--- src/rtl/reg_arb_pkg.sv ---
`default_nettype none
// ============================================================================
// Module   : reg_arb_pkg
// Brief    : Shared FSM type, ID-width helper and default timing constants
//            for the register-bank access arbiter.
// Revision : 1.0 - initial release
// ============================================================================
package reg_arb_pkg;

  typedef enum logic [2:0] {
    IDLE       = 3'd0,
    WRITE      = 3'd1,
    READ_ISSUE = 3'd2,
    READ_WAIT  = 3'd3,
    DONE       = 3'd4
  } arb_state_t;

  localparam int c_DEF_ACK_TIMEOUT  = 255;
  localparam int c_DEF_READ_LATENCY = 2;

  function automatic int idWidth(input int n);
    return (n > 1) ? $clog2(n) : 1;
  endfunction

endpackage
`default_nettype wire

--- src/rtl/rr_picker.sv ---
`default_nettype none
// ============================================================================
// Module   : rr_picker
// Brief    : Combinational round-robin search; first set request bit after ptr.
// Revision : 1.0 - initial release
// ============================================================================
module rr_picker
  import reg_arb_pkg::*;
#(
  parameter int NUM_REQ = 4,
  parameter int IDW     = idWidth(NUM_REQ)
) (
  input  logic [NUM_REQ-1:0] req,
  input  logic [IDW-1:0]     ptr,
  output logic               grantValid,
  output logic [IDW-1:0]     grantIdx
);

  logic [IDW-1:0] w_idx;

  // Scan farthest-to-nearest so the nearest set bit after ptr is written last.
  always_comb begin
    grantValid = 1'b0;
    grantIdx   = '0;
    w_idx      = '0;
    for (int k = NUM_REQ; k >= 1; k--) begin
      w_idx = IDW'((int'(ptr) + k) % NUM_REQ);
      if (req[w_idx]) begin
        grantValid = 1'b1;
        grantIdx   = w_idx;
      end
    end
  end

endmodule
`default_nettype wire

--- src/rtl/reg_access_arbiter.sv ---
`default_nettype none
// ============================================================================
// Module   : reg_access_arbiter
// Brief    : Round-robin sharing of the single register-bank port among
//            NUM_REQ requesters, with write-ack timeout reporting.
// Revision : 1.0 - initial release
// ============================================================================
module reg_access_arbiter
  import reg_arb_pkg::*;
#(
  parameter int NUM_REQ      = 4,
  parameter int ADDRWIDTH    = 8,
  parameter int DATA_LENGTH  = 32,
  parameter int READ_LATENCY = c_DEF_READ_LATENCY,
  parameter int ACK_TIMEOUT  = c_DEF_ACK_TIMEOUT
) (
  input  logic                             clk,
  input  logic                             rsnt,
  input  logic [NUM_REQ-1:0]               req_valid,
  input  logic [NUM_REQ-1:0]               req_write,
  input  logic [NUM_REQ-1:0]               req_admin,
  input  logic [NUM_REQ*ADDRWIDTH-1:0]     req_addr,
  input  logic [NUM_REQ*DATA_LENGTH-1:0]   req_wdata,
  output logic [NUM_REQ-1:0]               req_ack,
  output logic                             req_err,
  output logic [DATA_LENGTH-1:0]           req_rdata,
  output logic [ADDRWIDTH-1:0]             address,
  output logic [DATA_LENGTH-1:0]           writeData,
  output logic                             writeEnable,
  output logic                             readEnable,
  output logic                             writeAdmin,
  input  logic                             writeAck,
  input  logic [DATA_LENGTH-1:0]           readData,
  output logic                             busy,
  output logic [idWidth(NUM_REQ)-1:0]      grant_id
);

  localparam int c_IDW     = idWidth(NUM_REQ);
  localparam int c_CNT_MAX = (ACK_TIMEOUT > READ_LATENCY) ? ACK_TIMEOUT : READ_LATENCY;
  localparam int c_CW      = $clog2(c_CNT_MAX + 1);

  arb_state_t         r_state;
  logic [c_IDW-1:0]   r_ptr;
  logic [c_CW-1:0]    r_cnt;
  logic               w_grantValid;
  logic [c_IDW-1:0]   w_grantIdx;
  logic [NUM_REQ-1:0] w_ackVec;

  rr_picker #(
    .NUM_REQ (NUM_REQ),
    .IDW     (c_IDW)
  ) u_rr_picker (
    .req        (req_valid),
    .ptr        (r_ptr),
    .grantValid (w_grantValid),
    .grantIdx   (w_grantIdx)
  );

  assign w_ackVec = NUM_REQ'(1) << grant_id;
  assign busy     = (r_state != IDLE);

  always_ff @(posedge clk) begin
    if (rsnt) begin
      r_state     <= IDLE;
      r_ptr       <= c_IDW'(NUM_REQ - 1);
      r_cnt       <= '0;
      req_ack     <= '0;
      req_err     <= 1'b0;
      req_rdata   <= '0;
      address     <= '0;
      writeData   <= '0;
      writeEnable <= 1'b0;
      readEnable  <= 1'b0;
      writeAdmin  <= 1'b0;
      grant_id    <= '0;
    end else begin
      req_ack    <= '0;
      req_err    <= 1'b0;
      readEnable <= 1'b0;
      case (r_state)
        IDLE: begin
          if (w_grantValid) begin
            r_ptr     <= w_grantIdx;
            grant_id  <= w_grantIdx;
            address   <= req_addr[int'(w_grantIdx)*ADDRWIDTH +: ADDRWIDTH];
            writeData <= req_wdata[int'(w_grantIdx)*DATA_LENGTH +: DATA_LENGTH];
            if (req_write[w_grantIdx]) begin
              writeEnable <= 1'b1;
              writeAdmin  <= req_admin[w_grantIdx];
              r_cnt       <= c_CW'(1);
              r_state     <= WRITE;
            end else begin
              readEnable <= 1'b1;
              r_state    <= READ_ISSUE;
            end
          end
        end
        WRITE: begin
          // An ack on the expiry cycle is checked first and so beats the timeout.
          if (writeAck) begin
            writeEnable <= 1'b0;
            writeAdmin  <= 1'b0;
            req_ack     <= w_ackVec;
            r_state     <= DONE;
          end else if (r_cnt == c_CW'(ACK_TIMEOUT)) begin
            writeEnable <= 1'b0;
            writeAdmin  <= 1'b0;
            req_ack     <= w_ackVec;
            req_err     <= 1'b1;
            r_state     <= DONE;
          end else begin
            r_cnt <= r_cnt + c_CW'(1);
          end
        end
        READ_ISSUE: begin
          r_cnt   <= c_CW'(1);
          r_state <= READ_WAIT;
        end
        READ_WAIT: begin
          if (r_cnt == c_CW'(READ_LATENCY)) begin
            req_rdata <= readData;
            req_ack   <= w_ackVec;
            r_state   <= DONE;
          end else begin
            r_cnt <= r_cnt + c_CW'(1);
          end
        end
        DONE:    r_state <= IDLE;
        default: r_state <= IDLE;
      endcase
    end
  end

endmodule
`default_nettype wire

--- config.mk ---
export PLATFORM = sky130hd
export DESIGN_NAME = reg_access_arbiter
export DESIGN_NICKNAME = d
export VERILOG_FILES = /design/src/rtl/reg_arb_pkg.sv /design/src/rtl/rr_picker.sv /design/src/rtl/reg_access_arbiter.sv
export SDC_FILE = /design/constraint.sdc
export NUM_CORES = 1
export LEC_CHECK = 0
export ABC_AREA = 1
export BUFFER_PORTS_ARGS = -buffer_cell sky130_fd_sc_hd__buf_4
export CAP_MARGIN = 20
export CORE_AREA = 2 2 114 116
export DETAILED_ROUTE_END_ITERATION = 16
export DIE_AREA = 0 0 116 118
export GPL_ROUTABILITY_DRIVEN = 0
export PLACE_DENSITY = 0.74
export SLEW_MARGIN = 20
export SYNTH_ARGS = -nofsm -noshare
export SYNTH_HDL_FRONTEND = slang
export SYNTH_SLANG_ARGS = --single-unit
--- constraint.sdc ---
create_clock -name clk -period 5.6 [get_ports clk]
set_clock_uncertainty 0.2 [all_clocks]
set_input_delay 0.28 -clock clk [delete_from_list [all_inputs] [get_ports clk]]
set_output_delay 0.28 -clock clk [all_outputs]
set_load 0.05 [all_outputs]
==> metrics, run 1 <==
run status=completed; layout cells sized above 1=30.83%; total iterations of the first detailed-routing run=4; Fillers=1191; most common cell after layout, fill and taps aside=buf_4; minimum clock period=3.595 ns; largest cells by area after synthesis=dfxtp_1, nor2_1, o21ai_0; pre-CTS WS=2.100 ns; biggest area consumer among synthesized cells=dfxtp_1; Core Util, Final=64.44%; cells on worst reg2reg path=11; critical path type=flop to flop; Syn Area/Cell=6.484 sq um; endpoints failing setup=0; clk_lat worst skew=0.34 ns; FF-to-FF setup slack=2.00 ns; Worst setup SP type=flop; Initial Util=41.79%; Detail Route Antenna Nets=0; Net Count, Synth=1009; hold slack=0.09268 ns; crit end category=flop; Die X=116 microns; vias in the first global route=5939; hold path endpoint=writeData[2]; initial antenna violation count=0; Pins Over Slew Limit=0; reg2reg start=r_ptr[0]; GR Util met1=32.28%; total core area=12410 sq um; Area after DPL=7377 sq um; RSZ-0062 raised after global routing=false; Worst Path Required=5.63 ns; Yosys top cell area share=36.66%; # nets final=1294; clk sink count=95; post-synthesis sequential area ratio=36.66%; Clock Path Buffers=2; period utilisation layout=64.20%; n_diodes=0; Max Cap Violations=0; initial drt markers=423; Routed WL=18.81 mm; post-synth cell types=33; post-synthesis instance area=5187 sq um; std cell rows=41; clock slew at reported path FFs=0.07 ns; Avg WL per Cell=14.91 microns; Vias/cell=4.985; gr ovfl total=0; Non-Filler Cell Area, Final=8000 sq um; IO buf count=289; Syn. warnings=0; Layout area overhead=54.22%; setup TNS=0 ns; CTS tree=yes; H-Tree Depth=3; hold depth=5; GRT Total Usage=27.31%; GRT met3 Usage=6.385%; Mapped Cells=800; I/O pin cnt=290; global-route wire length before repair=29.66 mm; DIE AREA=13690 sq um; CP max FO=65; Inserted Clock Buffers=9; cell area power density=563.2 nW/um^2; met2 track demand over resource=46.45%; Die Ht=118 microns; relative slew slack=37.66%; Worst Min Path Start=req_wdata[66]; commonest cells after routing, fill and taps aside=buf_4, nor2_1, o21ai_0, dfxtp_1, inv_1; RR Endpoint=writeData[3]; Lkg Pwr=4.029 nW; pin count of the biggest net entering global routing=87; CP arrival=3.62 ns; Peak VDD IR=0.0003457 V; DRC violations left=0; fmax=0.2782 GHz; routed vias=6291; Post-CTS Resized=0; Final Hold Viols=0; worst slew pin tran=0.9328 ns; gr busiest metal=met2; post-route setup slack=2.005 ns; Worst Hold Class=primary input to flop; CTS Root Cell=clkbuf_16; Synth Register Bits=95; DP HPWL=13.24 mm
-- per-layer routing --
metal | vias up | share of wire (%)
li1 | 3182 | -
met1 | 2847 | 41
met2 | 218 | 49
met3 | 44 | 6.6
met4 | 0 | 3.6
met5 | - | 0
-- worst max-delay path, cell delays in order (launching register included) --
cell and delay, ns:
dfxtp_1 0.53, inv_6 0.09, nand2_1 0.07, nand2_1 0.06, nand2_1 0.12, nand2_2 0.08, inv_4 0.09, nand3_1 0.09
nand2_1 0.61, clkinv_2 0.93, o211ai_1 0.49, inv_1 0.07
-- cell families (layout without fill, tap and decap cells) --
| group | Yosys count | in the layout | share of synthesized area [%] |
|---|---|---|---|
| buf+inv | 130 | 420 | 10.15 |
| fa+ha+maj | 2 | 2 | 0.4823 |
| xor+xnor | 4 | 4 | 0.6753 |
| compound gates | 191 | 191 | 20.09 |
| simple gates | 378 | 378 | 31.93 |
| flops | 95 | 95 | 36.66 |
-- timing repair --
action,4_1_cts,5_1_grt
hold endpoints to repair,33,0
hold buffers,33,0
setup buffers,0,0
-- synthesized netlist by cell type, drive strengths merged --
cell    count
nor2      223
o21ai     134
dfxtp      95
inv        79
nand2      69
nand3      44
clkbuf     34
o211ai     23
or2        20
o22ai      19
buf        17
a21oi      14
nand4      10
nor3        5
nor4        4
xor2        4
ha          2
nand3b      2
a31oi       1
nor3b       1
-- final cells by class --
type,count,area (sq um),share of cell area [%]
repair buffers,325,2522,31.53
inverters,79,305.3,3.816
clock inverters,5,38.79,0.4848
clock buffers,11,252.7,3.159
flip-flops and latches,95,1902,23.77
well taps,172,215.2,2.690
multi-input cells,575,2764,34.55
-- worst max path at each step --
stage               start           end  slack, ns  depth (start not counted)
3_5_place_dp     r_ptr[0]    address[6]       2.10                         17
6_report         r_ptr[0]  writeData[3]       2.00                         11
2_1_floorplan  r_state[2]      r_ptr[0]       3.49                          8
5_1_grt          r_ptr[0]    address[7]       1.48                         13
3_3_place_gp     r_ptr[0]  writeData[0]       2.21                         17
4_1_cts          r_ptr[0]    address[6]       2.08                         17
-- state kept, by name (all words and copies together), names as in the netlist --
register,cells
r_ptr,2
req_err,1
r_cnt,8
writeAdmin,1
address,8
readEnable,1
r_state,3
writeData,32
req_ack,4
req_rdata,32
writeEnable,1
grant_id,2
-- through the flow --
step                      std cells  power [mW]
after global routing           1262       4.907
after CTS                      1262       4.526
after floorplan                 800       3.190
final                          1262       4.506
after detailed placement       1213       3.887
after global placement         1213       3.854
-- power breakdown --
part           internal (mW)  total (mW)  switching (mW)
Clock                  0.329       0.606           0.277
Sequential             0.834       0.936           0.102
Combinational          0.943        2.96            2.02
Total                   2.11        4.51            2.40
Power figures use the tool's default switching activity.
==> run 2, diff against run 1 <==
clock period = 3.5 ns   (was 5.6 ns; I/O delays follow)
==> run 2 against run 1 <==
  * Sequential power up 59%
  * First-iteration DRC count down 2.8%
  * Non-clock buffer count up 22
  * Final area up 3.3%
  * Largest power group unchanged
==> metrics, run 2 (same netlist as run 1, synthesis figures left out) <==
run status=completed; setup TNS=0 ns (unchanged); Clock power frac=14.0% (+0.5 points); Buffers & Inverters on Critical Path=6 (+2); Initial Util=41.79% (unchanged); pin count of the biggest net entering global routing=57 (-34%); clk_lat worst skew=0.35 ns (about the same); Worst Path Required=3.60 ns (-2.03 ns); Max Cap Violations=0 (unchanged); critical path type=flop to flop; initial antenna violation count=0 (unchanged); IO buf count=289 (unchanged); commonest cells after routing, fill and taps aside=buf_4, nor2_1, o21ai_0, dfxtp_1, inv_1; Worst Hold Class=primary input to flop; slowest CP cell=dlygate4sd3_1; Switching Share=51.81% (-1.4 points); Avg WL per Cell=15.05 microns (+0.97%); CP endpoint=writeData[7]; Worst setup SP type=flop; # nets final=1316 (+1.7%); Clock Path Buffers=2 (unchanged); Lkg Pwr=4.144 nW (+2.9%); Routed WL=19.31 mm (+2.6%); Power Internal=3.678 mW (+75%); crit path launch=r_ptr[0]; register share of total power=19.5% (-1.3 points); switching power=3.955 mW (+65%); Regs by FF count=req_rdata x32, writeData x32; RR Endpoint=writeData[7]; relative slew slack=42.41% (+4.7 points); layout cells sized above 1=30.78% (-0.043 points); Vias/cell=5.015 (+0.60%); CP arrival=3.21 ns (-0.41 ns); clk sink count=95 (unchanged); CTS Root Cell=clkbuf_16; Fillers=1093 (-8.2%); FF-to-FF setup slack=0.39 ns (-1.62 ns); crit end category=flop; Die Ht=118 microns (unchanged); GRT Total Usage=27.90% (+0.59 points); cell count along the critical path=18 (+7); period utilisation layout=88.91% (+25 points); RSZ-0062 raised after global routing=false; critical path's largest stage delay=0.54 ns (-0.39 ns); Die X=116 microns (unchanged); total iterations of the first detailed-routing run=5 (+1); Final Hold Viols=0 (unchanged); Detail Route Antenna Nets=0 (unchanged); fmax=0.3214 GHz (+16%); total core area=12410 sq um (unchanged); H-Tree Depth=3 (unchanged); Pins Over Slew Limit=0 (unchanged); Core Util, Final=66.60% (+2.2 points); vias in the first global route=6122 (+3.1%); minimum clock period=3.112 ns (-0.4834 ns); most common cell after layout, fill and taps aside=buf_4; critical-path cell list=inv_6, nand2_1, nand2_1, nand2_1, nand2_2, inv_4, nand2_2, nand3_4, nand2_4, inv_4, buf_12, nor2_1, nor2_1, o21ai_0, nand3_1, dlygate4sd3_1, o211ai_1, inv_1; CP max FO=33 (-49%); DRC violations left=0 (unchanged); routed vias=6434 (+2.3%); critical path's top delay family=buffers and inverters; global-route wire length before repair=30.14 mm (+1.6%); reg2reg start=r_ptr[0]; DP HPWL=13.65 mm (+3.0%); worst slew pin tran=0.8629 ns (-0.06986 ns); clock slew at reported path FFs=0.07 ns (about the same); gr ovfl total=0 (unchanged); DIE AREA=13690 sq um (unchanged); cell area power density=923.3 nW/um^2 (+64%); logic gate share of total power=66.5% (+0.7 points); Layout area overhead=59.38%; I/O pin cnt=290 (unchanged); Peak VDD IR=0.0004988 V (+44%); initial drt markers=411 (-2.8%); std cell rows=41 (unchanged); n_diodes=0 (unchanged); CTS tree=yes; Inserted Clock Buffers=9 (unchanged); endpoints failing setup=0 (unchanged); cells on worst reg2reg path=18 (+7); Most common cell on crit path=nand2_1
-- run 2: routing by layer --
metal	share of wire (%)	track usage, %	up-vias
met5	0	0	-
met4	4.0	12.13	0
met3	7.0	8.651	52
met2	48	46.27	265
met1	41	32.82	2897
li1	-	-	3220
-- run 2: worst min path at each step --
stage | startpoint | to | cells after the start
after global placement | writeAck | req_err | 2
final | req_wdata[17] | writeData[17] | 5
after global routing | req_wdata[54] | writeData[22] | 5
after floorplan | writeAck | req_err | 1
after detailed placement | writeAck | req_err | 2
after CTS | req_addr[3] | address[3] | 5
-- run 2: timing repair --
item / 4_1_cts / 5_1_grt
hold endpoints to repair: 45 / 0
hold buffers: 48 / 0
setup buffers: 0 / 0
endpoints found under the setup margin: 0 / 2
resized for setup: 0 / 3
-- run 2: area by class of cell --
class                      instances  area [sq um]  share of cell area [%]
timing repair buffer             347          2763                   33.41
multi-input combinational        575          2761                   33.40
sequential                        95          1903                   23.02
inverter                          79         306.5                   3.708
clock buffer                       9         225.2                   2.724
tap                              172         215.2                   2.603
clock inverter                     6         93.84                   1.135
-- run 2: per-stage QoR --
step,total power [mW],worst slack (ns),std cells,hold slack (ns),instance area (sq um)
finish,7.634,0.3883,1283,0.01410,8268
global placement,6.405,0.5415,1220,0.1644,7465
detailed placement,6.468,0.4642,1220,0.1638,7465
floorplan,5.104,1.386,800,0.05236,5187
global route,8.247,0.1151,1283,0.02105,8268
CTS,7.650,0.1148,1283,0.0007387,8264
-- run 2: power by group through the flow --
stage	Combinational, mW	Clock (mW)	Sequential (mW)
2_1_floorplan	2.92	0	2.19
3_3_place_gp	4.90	0	1.50
3_5_place_dp	4.96	0	1.50
4_1_cts	5.07	1.09	1.49
5_1_grt	5.59	1.14	1.52
6_report	5.08	1.07	1.49
-- run 2: worst register-to-register path, cell delays in order (launching register included) --
cell	delay [ns]
dfxtp_2	0.44
inv_6	0.08
nand2_1	0.06
nand2_1	0.07
nand2_1	0.14
nand2_2	0.08
inv_4	0.09
nand2_2	0.07
nand3_4	0.09
nand2_4	0.21
inv_4	0.31
buf_12	0.21
nor2_1	0.07
nor2_1	0.08
o21ai_0	0.10
nand3_1	0.08
dlygate4sd3_1	0.54
o211ai_1	0.08
inv_1	0.07
